--- config.mk ---
export PLATFORM = sky130hd
export DESIGN_NAME = instr_fetch
export DESIGN_NICKNAME = d
export VERILOG_FILES = /design/src/rtl/instr_fetch_pkg.sv /design/src/rtl/instr_fetch_fifo.sv /design/src/rtl/instr_fetch.sv
export SDC_FILE = /design/constraint.sdc
export NUM_CORES = 1
export LEC_CHECK = 0
export BUFFER_PORTS_ARGS = -buffer_cell sky130_fd_sc_hd__buf_2
export CORE_MARGIN = 3
export CORE_UTILIZATION = 50
export CTS_CLUSTER_DIAMETER = 30
export DETAILED_ROUTE_END_ITERATION = 7
export PLACE_DENSITY = 0.78
export SLEW_MARGIN = 10
export SYNTH_ARGS = -nofsm -noshare
export SYNTH_HDL_FRONTEND = slang
export SYNTH_SLANG_ARGS = --single-unit
--- constraint.sdc ---
create_clock -name clk -period 4.4 [get_ports clk]
set_input_delay 1.32 -clock clk [delete_from_list [all_inputs] [get_ports clk]]
set_output_delay 1.32 -clock clk [all_outputs]
set_load 0.005 [all_outputs]
--- src/rtl/instr_fetch_pkg.sv ---
// Shared types and constants for the instruction fetch stage.
package msp430_fetch_pkg;

  typedef enum logic {
    S_VEC,
    S_RUN
  } fetch_state_t;

  localparam logic [15:0] WORD_STEP            = 16'd2;
  localparam logic [15:0] DEFAULT_RESET_VECTOR = 16'hFFFE;

  typedef struct packed {
    logic [15:0] pc;
    logic [15:0] word;
  } fetch_entry_t;

endpackage

--- src/rtl/instr_fetch_fifo.sv ---
// Prefetch FIFO: circular buffer of {pc, word} entries with a registered head.
// The head register only changes when a new entry becomes the head, so the
// last delivered word stays visible after the FIFO drains or is flushed.
module fetch_fifo
  import msp430_fetch_pkg::*;
#(
  parameter int DEPTH = 2
) (
  input  logic                   clk,
  input  logic                   rst,
  input  logic                   push,
  input  logic                   pop,
  input  logic                   flush,
  input  fetch_entry_t           wdata,
  output fetch_entry_t           rdata,
  output logic [$clog2(DEPTH):0] count,
  output logic                   full,
  output logic                   empty
);

  localparam int PW = $clog2(DEPTH);
  localparam int CW = PW + 1;
  localparam logic [CW-1:0] DEPTH_C = CW'(DEPTH);

  fetch_entry_t  mem [DEPTH];
  logic [PW-1:0] rd_ptr_q, rd_ptr_d;
  logic [PW-1:0] wr_ptr_q, wr_ptr_d;
  logic [CW-1:0] count_q, count_d;
  fetch_entry_t  head_q, head_d;

  // Next pointers, occupancy and head; flush wins over push/pop.
  always_comb begin
    rd_ptr_d = rd_ptr_q;
    wr_ptr_d = wr_ptr_q;
    count_d  = count_q;
    head_d   = head_q;
    if (flush) begin
      rd_ptr_d = '0;
      wr_ptr_d = '0;
      count_d  = '0;
    end else begin
      if (pop)  rd_ptr_d = rd_ptr_q + PW'(1);
      if (push) wr_ptr_d = wr_ptr_q + PW'(1);
      case ({push, pop})
        2'b10:   count_d = count_q + CW'(1);
        2'b01:   count_d = count_q - CW'(1);
        default: count_d = count_q;
      endcase
      if (count_d != '0) begin
        // The new head may be the entry being written this very edge.
        head_d = (push && (wr_ptr_q == rd_ptr_d)) ? wdata : mem[rd_ptr_d];
      end
    end
  end

  // Pointer, count and head registers.
  always_ff @(posedge clk) begin
    if (rst) begin
      rd_ptr_q <= '0;
      wr_ptr_q <= '0;
      count_q  <= '0;
      head_q   <= '0;
    end else begin
      rd_ptr_q <= rd_ptr_d;
      wr_ptr_q <= wr_ptr_d;
      count_q  <= count_d;
      head_q   <= head_d;
    end
  end

  // Storage write; contents need no reset since count gates visibility.
  always_ff @(posedge clk) begin
    if (push && !flush) mem[wr_ptr_q] <= wdata;
  end

  assign rdata = head_q;
  assign count = count_q;
  assign full  = (count_q == DEPTH_C);
  assign empty = (count_q == '0);

endmodule

--- src/rtl/instr_fetch.sv ---
// Program counter and instruction fetch stage in front of the word ROM.
// Optional macro FETCH_ODD_FAULT_EN adds fetch_fault, a one-cycle pulse
// flagging a redirect to an odd address (the redirect still proceeds).
//
// state | meaning
// S_VEC | reading the reset vector; next edge loads pc from rom_out
// S_RUN | sequential fetch into prefetch FIFO, redirects accepted
module instr_fetch
  import msp430_fetch_pkg::*;
#(
  parameter int          DEPTH        = 2,
  parameter logic [15:0] RESET_VECTOR = DEFAULT_RESET_VECTOR
) (
  input  logic        clk,
  input  logic        rst,
  output logic [15:0] rom_addr,
  output logic        BW,
  input  logic [15:0] rom_out,
  output logic [15:0] instr,
  output logic [15:0] instr_pc,
  output logic        instr_valid,
  input  logic        instr_ready,
  input  logic        redirect,
  input  logic [15:0] redirect_addr
`ifdef FETCH_ODD_FAULT_EN
  ,output logic       fetch_fault
`endif
);

  fetch_state_t          state_q, state_d;
  logic [15:0]           pc_q, pc_d;
  logic                  push, pop, flush;
  fetch_entry_t          wr_entry, head;
  logic [$clog2(DEPTH):0] fifo_count_unused;
  logic                  fifo_full, fifo_empty;

  // Next state, next pc and FIFO controls.
  always_comb begin
    state_d = state_q;
    pc_d    = pc_q;
    push    = 1'b0;
    pop     = 1'b0;
    flush   = 1'b0;
    case (state_q)
      S_VEC: begin
        pc_d    = {rom_out[15:1], 1'b0};
        state_d = S_RUN;
      end
      S_RUN: begin
        if (redirect) begin
          flush = 1'b1;
          pc_d  = {redirect_addr[15:1], 1'b0};
        end else begin
          pop  = instr_valid & instr_ready;
          push = !fifo_full | pop;
          if (push) pc_d = pc_q + WORD_STEP;
        end
      end
      default: state_d = S_VEC;
    endcase
  end

  // State and program counter registers; pc is kept even at all times.
  always_ff @(posedge clk) begin
    if (rst) begin
      state_q <= S_VEC;
      pc_q    <= {RESET_VECTOR[15:1], 1'b0};
    end else begin
      state_q <= state_d;
      pc_q    <= pc_d;
    end
  end

`ifdef FETCH_ODD_FAULT_EN
  // Flag a redirect whose target had bit 0 set.
  always_ff @(posedge clk) begin
    if (rst) fetch_fault <= 1'b0;
    else     fetch_fault <= (state_q == S_RUN) & redirect & redirect_addr[0];
  end
`else
  logic unused_odd_bit;
  assign unused_odd_bit = redirect_addr[0];
`endif

  assign wr_entry = '{pc: pc_q, word: rom_out};

  fetch_fifo #(.DEPTH(DEPTH)) u_fifo (
    .clk   (clk),
    .rst   (rst),
    .push  (push),
    .pop   (pop),
    .flush (flush),
    .wdata (wr_entry),
    .rdata (head),
    .count (fifo_count_unused),
    .full  (fifo_full),
    .empty (fifo_empty)
  );

  assign rom_addr    = pc_q;
  assign BW          = 1'b0;
  assign instr       = head.word;
  assign instr_pc    = head.pc;
  assign instr_valid = !fifo_empty;

endmodule

==> flow_summary.json <==
{
  "post-place-ws_ps": 871.5,
  "synth_top_area_cell": "edfxtp_1",
  "syn_area_mm2": 0.004785,
  "worstPathMaxFanout": 22,
  "period_needed_ps": 3077,
  "syn_inst": 436,
  "antenna_found_initial": 0,
  "gp_congestion": 0.8783,
  "power.density_mw_per_mm2": 475.3,
  "tritoncts": "yes",
  "vias_per_cell": 5.807,
  "cp.required_ps": 4820,
  "drv_slew": 0,
  "postPlaceCellArea_mm2": 0.005288,
  "min-delay-start": "u_fifo.rdata[27]$_SDFFE_PP0P_",
  "whs_endpoint": "u_fifo.rdata[27]$_SDFFE_PP0P_",
  "grt_first_pass_wirelength_mm": 19.59,
  "whs_path_depth": 1,
  "syn2layout_area_growth_pct": 22.31,
  "rrSetupSlack_ps": 1710,
  "peakVddDrop_mv": 0.2322,
  "wire_per_inst_um": 18.52,
  "die_area_mm2": 0.01078,
  "fin_util_pct": 63.03,
  "multi_input_area_mm2": 0.001739,
  "cp-startpoint": "redirect",
  "vias": 3821,
  "yosys-top-cells-area": "edfxtp_1, dfxtp_1, nand2_1",
  "num_antenna_cells": 0,
  "grt_use_met1_pct": 28.34,
  "drt_iter0_drc": 381,
  "grt_overflow_total": 0,
  "ys_seq_area_share_pct": 60.25,
  "htreeDepth": 4,
  "clk_latency_ps": 510,
  "use_met3_pct": 5.171,
  "r2r-end": "u_fifo.mem[0][2]$_DFFE_PP_",
  "dp_hpwl_mm": 7.752,
  "max_freq_mhz": 325.0,
  "row_count": 35,
  "path_clk_slew_ps": 50,
  "hp-class": "register to register",
  "final-instance-count-excl-fill": 658,
  "synth_common_cells": "nand2_1, edfxtp_1, dfxtp_1, o21ai_0, and3_1",
  "r2r_cells": 6,
  "nFillCells": 739,
  "fin_tns_setup_ps": 0,
  "hold_buffers": 0,
  "crit_type": "input port to register",
  "drive_gt1_share_pct": 24.39,
  "synth_ff_type": "edfxtp_1",
  "cts_setup_buffers": 0,
  "yosys_register_bits": 113,
  "worst_slew_pin_slew_ps": 746.0,
  "fin_ws_ps": 1323,
  "dieHeight_um": 103.8,
  "coreArea_mm2": 0.009284,
  "setup_viol": 0,
  "crit_path_start_kind": "input port",
  "cts_root_buf": "clkbuf_8",
  "r2r_start": "u_fifo.count[0]$_SDFF_PP0_",
  "rsz0062_at_grt": "false",
  "die_x_um": 103.8,
  "status": "finished clean",
  "cts_buffer_depth": 2,
  "grt_pass1_vias": 3847,
  "synth_edf_count": 62,
  "route.detailed.drc": 0,
  "leakage_nw": 2.304,
  "end_kind": "register",
  "cts_made_buffers": 17,
  "cts_resized": 0,
  "ys_async_sr_fraction_pct": 0,
  "grtUsageTotal_pct": 23.17,
  "clock_sinks": 113,
  "drv_cap": 0,
  "start_util_pct": 51.54,
  "yosysTopAreaCellShare_pct": 38.91,
  "seq_area_mm2": 0.002883,
  "ys_types": 49,
  "max_slew_margin_pct": 50.10,
  "ant_nets": 0,
  "drt_wl_total_mm": 12.19,
  "dp_cells": 626,
  "port_buffers": 81,
  "stdcell_area_mm2": 0.005852,
  "hold_violations": 0,
  "syn_avg_cell_area_um2": 10.97,
  "timing.final.crit_share_pct": 69.94,
  "yosysMostFrequentCell": "nand2_1",
  "first_pass_iters": 6,
  "nets": 555,
  "top_level_ports": 86,
  "grt_max_degree": 63,
  "arrival_ps": 3490,
  "fin_worst_skew_ps": 12.38,
  "grtUsageMet2_pct": 36.91,
  "grt_busiest_layer": "met2",
  "ys_warn_count": 0
}
metrics by stage:
stage               total power [mW]  hold slack (ps)
global placement               1.495            439.4
floorplan                      1.395            455.8
detailed placement             1.508            441.4
CTS                            2.789            459.1
finish                         2.781            456.4
global route                   2.879            473.3
cell usage in the layout, fill, tap and decap left out, types with 4 or more instances in the layout:
cell type / count
a31oi_1: 5
dfxtp_1: 51
nand2_1: 79
buf_2: 81
o21ai_0: 41
clkbuf_16: 16
buf_4: 7
nand3_1: 11
clkinv_2: 4
xor2_1: 4
inv_1: 6
nor2_1: 9
a22oi_1: 5
o21ai_1: 4
a21oi_1: 7
o2bb2ai_1: 31
nor3_1: 4
a221oi_1: 7
and3_1: 35
edfxtp_1: 62
where the power goes:
| group | internal (mW) | switching [mW] | total [mW] |
|---|---|---|---|
| clock network | 0.830 | 0.460 | 1.29 |
| registers | 1.18 | 0.0508 | 1.23 |
| logic | 0.110 | 0.152 | 0.261 |
| total | 2.12 | 0.662 | 2.78 |
area by class of cell:
cell class                      instances  area share (%)
Clock buffer                           22           7.740
Clock inverter                         10           1.903
Inverter                                7          0.4490
Multi-Input combinational cell        288           29.72
Sequential cell                       113           49.26
Tap cell                              129           2.758
Timing Repair Buffer                   89           8.168
registers in the layout (all words and copies together) (netlist names):
register and count:
u_fifo.mem 62, u_fifo.rdata 31, rom_addr 15, u_fifo.count 2
state_q 1, u_fifo.rd_ptr_q 1, u_fifo.wr_ptr_q 1
critical path, stage by stage:
cell       delay, ps
buf_2            150
nand2b_1         390
nor3_2           460
a311oi_1         190
nor2_2           390
buf_4            380
o2bb2ai_1        190
layer usage:
layer	wire, um	up-vias	share of wire, %
li1	-	1764	-
met1	4849	1834	40
met2	6021	188	49
met3	846	35	6.9
met4	470	0	3.9
met5	0	-	0
logic make-up (layout without fill, tap and decap cells):
family / count (synthesis) / in the layout / synth area share, %
simple gates: 158 / 158 / 16.06
compound gates: 114 / 114 / 16.84
flops: 113 / 113 / 60.25
buf+inv: 37 / 128 / 3.949
xor+xnor: 8 / 8 / 1.621
fa+ha+maj: 3 / 3 / 0.7846
mux: 2 / 2 / 0.4184
other cells: 1 / 3 / 0.07838
worst max path at each step:
stage	to	slack, ps	cells after the start
floorplan	u_fifo.mem[0][0]$_DFFE_PP_	910	3
global placement	u_fifo.rdata[4]$_SDFFE_PP0P_	970	7
detailed placement	u_fifo.rdata[18]$_SDFFE_PP0P_	870	7
CTS	u_fifo.rdata[23]$_SDFFE_PP0P_	1370	7
global route	u_fifo.rdata[23]$_SDFFE_PP0P_	1200	7
finish	u_fifo.rdata[23]$_SDFFE_PP0P_	1320	7
Power figures use the tool's default switching activity.
